--- config.mk ---
export PLATFORM = sky130hd
export DESIGN_NAME = order_scheduler
export DESIGN_NICKNAME = d
export VERILOG_FILES = /design/src/rtl/order_scheduler.sv
export SDC_FILE = /design/constraint.sdc
export NUM_CORES = 1
export LEC_CHECK = 0
export ABC_AREA = 1
export CAP_MARGIN = 0
export CORE_MARGIN = 2
export CORE_UTILIZATION = 35
export CTS_BUF_LIST = sky130_fd_sc_hd__clkbuf_8
export CTS_CLUSTER_SIZE = 40
export DETAILED_ROUTE_END_ITERATION = 12
export HOLD_SLACK_MARGIN = 0.12
export SKIP_CTS_REPAIR_TIMING = 1
export SYNTH_ARGS = -nofsm -noshare
export SYNTH_HDL_FRONTEND = slang
export SYNTH_SLANG_ARGS = --single-unit
--- constraint.sdc ---
create_clock -name clk -period 2.34 [get_ports clk]
set_clock_uncertainty 0.1 [all_clocks]
set_input_delay 0.468 -clock clk [delete_from_list [all_inputs] [get_ports clk]]
set_output_delay 0.468 -clock clk [all_outputs]
set_load 0.05 [all_outputs]
--- src/rtl/order_scheduler.sv ---
// Order queue and sequencer: buffers validated orders, issues them one at a
// time to the dispense controllers and guards each order with a watchdog.
module order_scheduler #(
  parameter int unsigned DEPTH          = 4,
  parameter int unsigned GUARD_CYCLES   = 4,
  parameter int unsigned TIMEOUT_CYCLES = 500000000
) (
  input  logic                       clk,
  input  logic                       rst_n,
  input  logic                       cmd_valid,
  input  logic [15:0]                cmd_data,
  output logic                       cmd_accept,
  output logic                       cmd_reject,
  input  logic [4:0]                 disp_busy,
  output logic                       disp_start,
  output logic [14:0]                disp_cmd,
  output logic                       order_done,
  output logic                       fault,
  input  logic                       clear_fault,
  output logic [$clog2(DEPTH):0]     queue_count,
  output logic                       sched_busy
);

  localparam int unsigned PW = $clog2(DEPTH);
  localparam int unsigned CW = PW + 1;
  localparam int unsigned GW = $clog2(GUARD_CYCLES + 1);
  localparam int unsigned WW = $clog2(TIMEOUT_CYCLES + 1);

  localparam logic [2:0] ST_IDLE  = 3'd0;
  localparam logic [2:0] ST_ISSUE = 3'd1;
  localparam logic [2:0] ST_ARM   = 3'd2;
  localparam logic [2:0] ST_RUN   = 3'd3;
  localparam logic [2:0] ST_DONE  = 3'd4;
  localparam logic [2:0] ST_FAULT = 3'd5;

  logic [2:0]    state_q, state_d;
  logic [14:0]   mem_q [DEPTH];
  logic [14:0]   mem_d [DEPTH];
  logic [PW-1:0] wr_ptr_q, wr_ptr_d;
  logic [PW-1:0] rd_ptr_q, rd_ptr_d;
  logic [CW-1:0] count_q, count_d;
  logic [GW-1:0] guard_q, guard_d;
  logic [WW-1:0] wdog_q, wdog_d;
  logic [14:0]   disp_cmd_q, disp_cmd_d;
  logic          disp_start_q, disp_start_d;
  logic          order_done_q, order_done_d;
  logic          cmd_accept_q, cmd_accept_d;
  logic          cmd_reject_q, cmd_reject_d;
  logic          fault_q, fault_d;
  logic          sched_busy_q, sched_busy_d;
  logic          push, pop;
  logic          busy_any;

  assign busy_any = (disp_busy != 5'd0);

  // Next-state, intake, FIFO and output computation
  always_comb begin
    state_d      = state_q;
    mem_d        = mem_q;
    wr_ptr_d     = wr_ptr_q;
    rd_ptr_d     = rd_ptr_q;
    count_d      = count_q;
    guard_d      = guard_q;
    wdog_d       = wdog_q;
    disp_cmd_d   = disp_cmd_q;
    disp_start_d = 1'b0;
    order_done_d = 1'b0;
    cmd_accept_d = 1'b0;
    cmd_reject_d = 1'b0;
    push         = 1'b0;
    pop          = 1'b0;

    case (state_q)
      ST_IDLE: begin
        if (count_q != CW'(0) && !busy_any) begin
          state_d = ST_ISSUE;
          pop     = 1'b1;
        end
      end
      ST_ISSUE: begin
        wdog_d  = WW'(0);
        guard_d = GW'(0);
        state_d = ST_ARM;
      end
      ST_ARM: begin
        // Dispenser busy flags are not trusted until the start latency elapses
        if (guard_q == GW'(GUARD_CYCLES - 1)) begin
          state_d = ST_RUN;
        end else begin
          guard_d = guard_q + GW'(1);
        end
      end
      ST_RUN: begin
        if (!busy_any) begin
          state_d      = ST_DONE;
          order_done_d = 1'b1;
        end else if (wdog_q == WW'(TIMEOUT_CYCLES - 1)) begin
          state_d = ST_FAULT;
        end else if (wdog_q != {WW{1'b1}}) begin
          wdog_d = wdog_q + WW'(1);
        end
      end
      ST_DONE: begin
        state_d = ST_IDLE;
      end
      ST_FAULT: begin
        if (clear_fault && !busy_any) begin
          state_d = ST_IDLE;
        end
      end
      default: begin
        state_d = ST_IDLE;
      end
    endcase

    // Head of queue goes out together with the start pulse
    if (pop) begin
      disp_cmd_d   = mem_q[rd_ptr_q];
      disp_start_d = 1'b1;
      rd_ptr_d     = rd_ptr_q + PW'(1);
    end

    // Fullness uses the count before this cycle, so a same-cycle pop never frees space
    if (cmd_valid) begin
      if (!cmd_data[15] || cmd_data[14:0] == 15'd0 ||
          count_q == CW'(DEPTH) || state_q == ST_FAULT) begin
        cmd_reject_d = 1'b1;
      end else begin
        cmd_accept_d       = 1'b1;
        push               = 1'b1;
        mem_d[wr_ptr_q]    = cmd_data[14:0];
        wr_ptr_d           = wr_ptr_q + PW'(1);
      end
    end

    case ({push, pop})
      2'b10:   count_d = count_q + CW'(1);
      2'b01:   count_d = count_q - CW'(1);
      default: count_d = count_q;
    endcase

    // Entering FAULT discards every queued order
    if (state_q != ST_FAULT && state_d == ST_FAULT) begin
      wr_ptr_d = PW'(0);
      rd_ptr_d = PW'(0);
      count_d  = CW'(0);
    end

    fault_d      = (state_d == ST_FAULT);
    sched_busy_d = (state_d != ST_IDLE);
  end

  // State, FIFO and registered outputs
  always_ff @(posedge clk or negedge rst_n) begin
    if (!rst_n) begin
      state_q      <= ST_IDLE;
      for (int i = 0; i < DEPTH; i++) mem_q[i] <= 15'd0;
      wr_ptr_q     <= PW'(0);
      rd_ptr_q     <= PW'(0);
      count_q      <= CW'(0);
      guard_q      <= GW'(0);
      wdog_q       <= WW'(0);
      disp_cmd_q   <= 15'd0;
      disp_start_q <= 1'b0;
      order_done_q <= 1'b0;
      cmd_accept_q <= 1'b0;
      cmd_reject_q <= 1'b0;
      fault_q      <= 1'b0;
      sched_busy_q <= 1'b0;
    end else begin
      state_q      <= state_d;
      mem_q        <= mem_d;
      wr_ptr_q     <= wr_ptr_d;
      rd_ptr_q     <= rd_ptr_d;
      count_q      <= count_d;
      guard_q      <= guard_d;
      wdog_q       <= wdog_d;
      disp_cmd_q   <= disp_cmd_d;
      disp_start_q <= disp_start_d;
      order_done_q <= order_done_d;
      cmd_accept_q <= cmd_accept_d;
      cmd_reject_q <= cmd_reject_d;
      fault_q      <= fault_d;
      sched_busy_q <= sched_busy_d;
    end
  end

  assign cmd_accept  = cmd_accept_q;
  assign cmd_reject  = cmd_reject_q;
  assign disp_start  = disp_start_q;
  assign disp_cmd    = disp_cmd_q;
  assign order_done  = order_done_q;
  assign fault       = fault_q;
  assign queue_count = count_q;
  assign sched_busy  = sched_busy_q;

endmodule

==> results of run 1 <==
-- power by group through the flow --
stage / Sequential (mW) / Combinational [mW] / Clock [mW]
finish: 3.28 / 3.30 / 1.75
global route: 3.37 / 3.72 / 1.89
detailed placement: 3.32 / 3.33 / 0
CTS: 3.28 / 3.34 / 1.79
global placement: 3.30 / 3.29 / 0
floorplan: 3.82 / 1.73 / 0
-- layout by cell type, fill, tap and decap left out, types with 2 or more instances in the layout --
cell	n
a21oi_1	5
a31oi_1	15
buf_12	8
buf_4	34
clkbuf_8	18
clkdlybuf4s50_1	45
clkinvlp_4	5
dfrtp_1	123
dlymetal6s2s_1	2
ha_1	7
inv_1	64
inv_2	3
inv_6	7
nand2_1	256
nand2_2	15
nand3_1	24
nand3_2	2
nand3b_1	2
nand4_1	3
nor2_1	160
nor2_2	3
nor2_4	2
nor3_1	17
o21ai_0	93
xnor2_1	6
xor2_1	8
-- area by class of cell --
cell class / instances / share of cell area
clock buffers: 18 / 0.0321
well taps: 229 / 0.0372
multi-input cells: 625 / 0.367
repair buffers: 90 / 0.117
clock inverters: 14 / 0.0144
inverters: 67 / 0.0326
flip-flops and latches: 123 / 0.399
-- worst max path at each step --
stage	from	end	slack [ns]
after global placement	cmd_data[3]	queue_count[2]	-0.09
after global routing	queue_count[2]	queue_count[2]	0.03
after floorplan	queue_count[0]	queue_count[2]	0.06
final	queue_count[2]	queue_count[2]	0.09
after CTS	queue_count[0]	queue_count[0]	-0.04
after detailed placement	cmd_data[13]	queue_count[2]	-0.12
-- routing by layer --
metal / GRT usage / vias up
li1: - / 2823
met1: 0.219 / 2534
met2: 0.272 / 99
met3: 0.0346 / 19
met4: 0.0602 / 0
met5: 0 / -
-- through the flow --
step                      instances  total power [mW]  instance area [µm²]
after floorplan                 847              5.55                 6310
after global placement         1133              6.60                 7330
after detailed placement       1133              6.65                 7330
after CTS                      1165              8.41                 7680
after global routing           1166              8.98                 7710
final                          1166              8.32                 7710
-- state kept, by name, indices dropped and copies added (netlist names) --
| register | flops |
|---|---|
| cmd_accept | 1 |
| cmd_reject | 1 |
| disp_cmd | 15 |
| disp_start | 1 |
| fault | 1 |
| guard_q | 3 |
| mem_q | 60 |
| order_done | 1 |
| queue_count | 3 |
| rd_ptr_q | 2 |
| sched_busy | 1 |
| state_q | 3 |
| wdog_q | 29 |
| wr_ptr_q | 2 |
-- kinds of logic after synthesis --
group	count (synthesis)
AND/OR/NAND/NOR	487
flip-flops	123
AO/OA/AOI/OAI	116
buffers and inverters	99
XOR/XNOR	14
adder cells (fa/ha/maj)	8
==> qor_table.md, run 1 <==
| Metric | Reported |
|---|---|
| Tcrit/Tclk final | 0.963 |
| Data required time of the critical path | 1.77 ns |
| Fin util | 0.432 |
| Half-perimeter wire length after detailed placement | 10600 µm |
| Adder and majority gate portion of the synthesized area | 0.0170 |
| Avg Vias per Cell | 4.70 |
| GRT overflow | 0 |
| Synth Area in XOR/XNOR | 0.0194 |
| Critical R2R Capture | queue_count[2] |
| Post-layout minimum cycle time | 2.25 ns |
| Number of global-route vias before repair | 5263 |
| # nets final | 957 |
| Internal Pwr Total | 4.84 mW |
| Worst R2R Setup Slack | 0.29 ns |
| Synth top area share | 0.488 |
| Combinational family with the most area after synthesis | simple AND/OR/NAND/NOR gates |
| Core ar. | 17800 µm² |
| Syn Std Cell Area | 6310 µm² |
| Simple-gate area share of the yosys netlist | 0.314 |
| Dominant register cell in the synthesized netlist | dfrtp_1 |
| Met2 routed wirelength | 7060 µm |
| Skew-Pair Late Insertion Delay | 0.46 ns |
| Share of layout cells above drive strength 1 | 0.108 |
| Sequential share of power | 0.394 |
| Post-Route WL | 15100 µm |
| Number of pins with negative max-slew slack in the final report | 0 |
| Maximum number of buffers from clock root to sink | 2 |
| First-pass GRT wire length | 26000 µm |
| Achievable clock frequency | 0.444 GHz |
| Number of max-cap violations | 0 |
| Relative slew margins | 0.639 |
| Number of vias after detailed routing | 5475 |
| Instance count on the critical path | 1 |
| Worst IR drop on VDD | 734 µV |
| Mean post-synth cell area | 7.45 µm² |
| Logic gate share of total power | 0.396 |
| Number of antenna violations at the first check in global routing | 0 |
| Die area | 19100 µm² |
| Detailed-routing wirelength on met1 | 7180 µm |
| Chip height | 138 µm |
| Share of async-settable or async-resettable flops after synthesis | 1.00 |
| Gate family responsible for the most delay along the worst path | buffers and inverters |
| Worst-case setup slack after placement | -0.119 ns |
| DRC viols | 0 |
| Setup violators final | 0 |
| Antenna Cells | 0 |
| All-layer global routing usage | 0.166 |
| Share of total power in the clock network | 0.210 |
| Fraction of power spent switching nets | 0.418 |
| TritonCTS clock tree | yes |
| Met3 Routed Length | 579 µm |
| Pin count of the biggest net entering global routing | 55 |
| Critical-path top delay cell | clkdlybuf4s50_1 |
| TritonCTS Buffers | 17 |
| Maximum fanout along the worst path | 4 |
| Endpoint type of the worst setup path | output port |
| Class of the most critical hold timing path | in2async |
| Multi-input logic area | 2830 µm² |
| Clock sink count | 123 |
| Reported net switching power | 3.48 mW |
| Number of cells on the worst reg-to-reg path | 11 |
| Smallest hold slack | 0.328 ns |
| Initial Util | 0.354 |
| Horizontal die dimension | 138 µm |
| Number of enable-type register cells in the synthesized netlist | 0 |
| Filler Cells Inserted | 1850 |
| Total Negative Setup Slacks | 0 ns |
| RSZ-0062 raised after global routing | false |
| Top layer used by detailed routing | met4 |
| Number of hold violations in the final report | 0 |
| 1st-iter DRT viols | 333 |
| Number of iterations in the first detailed-routing pass | 5 |
| Top cell type by total area after synthesis | dfrtp_1 |
| Compound-gate portion of the synthesized area | 0.0966 |
| Synthesis-to-finish area growth | 22.1% |
| Reg clk slew, reported paths | 0.08 ns |
| Largest stage delay on the critical path | 0.82 ns |
| Most frequent cell after synthesis | nand2_1 |
| Post-synth top cells | nand2_1, nor2_1, dfrtp_1, o21ai_0, inv_1 |
| Bufs and invs on worst path | 1 |
| Outcome | completed |
| Number of warnings issued by yosys | 0 |
| Share of cell area taken by muxes after synthesis | 0 |
| I/O Buffers | 48 |
| Number of routed nets with antenna violations | 0 |
| Routed wirelength normalized by instance count | 12.9 µm |
| Cell chosen for the clock root | clkbuf_8 |
| Power per cell area | 1080 nW/µm² |
| Actual transition at the worst max-transition pin | 0.540 ns |
| IO Pins | 49 |
| GPL Wtd Cong | 0.913 |
| Seq/Total Area, Yosys | 0.488 |
| Sequential cell area | 3080 µm² |
| Mapped Nets | 880 |
| Synthesized netlist cell count | 847 |
| Least setup slack across all paths after layout | 0.0875 ns |
| Static leakage power | 3.57 nW |
| Placement row count | 49 |
| H-tree lvl count | 4 |
| Worst Path Arrival | 1.68 ns |
| Crit Reg-Reg Startpoint | wdog_q[1] |
| Number of distinct standard cells referenced by the synthesized netlist | 32 |
| CP startpoint kind | flip-flop |
| Worst path cell trace | clkdlybuf4s50_1 |
| Start-to-end type of the worst setup path | reg2out |
| Seq cells post-synth | 123 |
| Cell types occupying the most area after synthesis | dfrtp_1, nand2_1, nor2_1 |
No activity file was read; power rests on OpenSTA's default activity.
==> run 2, diff against run 1 <==
--- a/config.mk
+++ b/config.mk
@@ -17,3 +17,4 @@
 export SYNTH_ARGS = -nofsm -noshare
 export SYNTH_HDL_FRONTEND = slang
 export SYNTH_SLANG_ARGS = --single-unit
+export TNS_END_PERCENT = 30
==> results of run 2 <==
No change in the layout: final DEF, timing and power equal those of run 1.
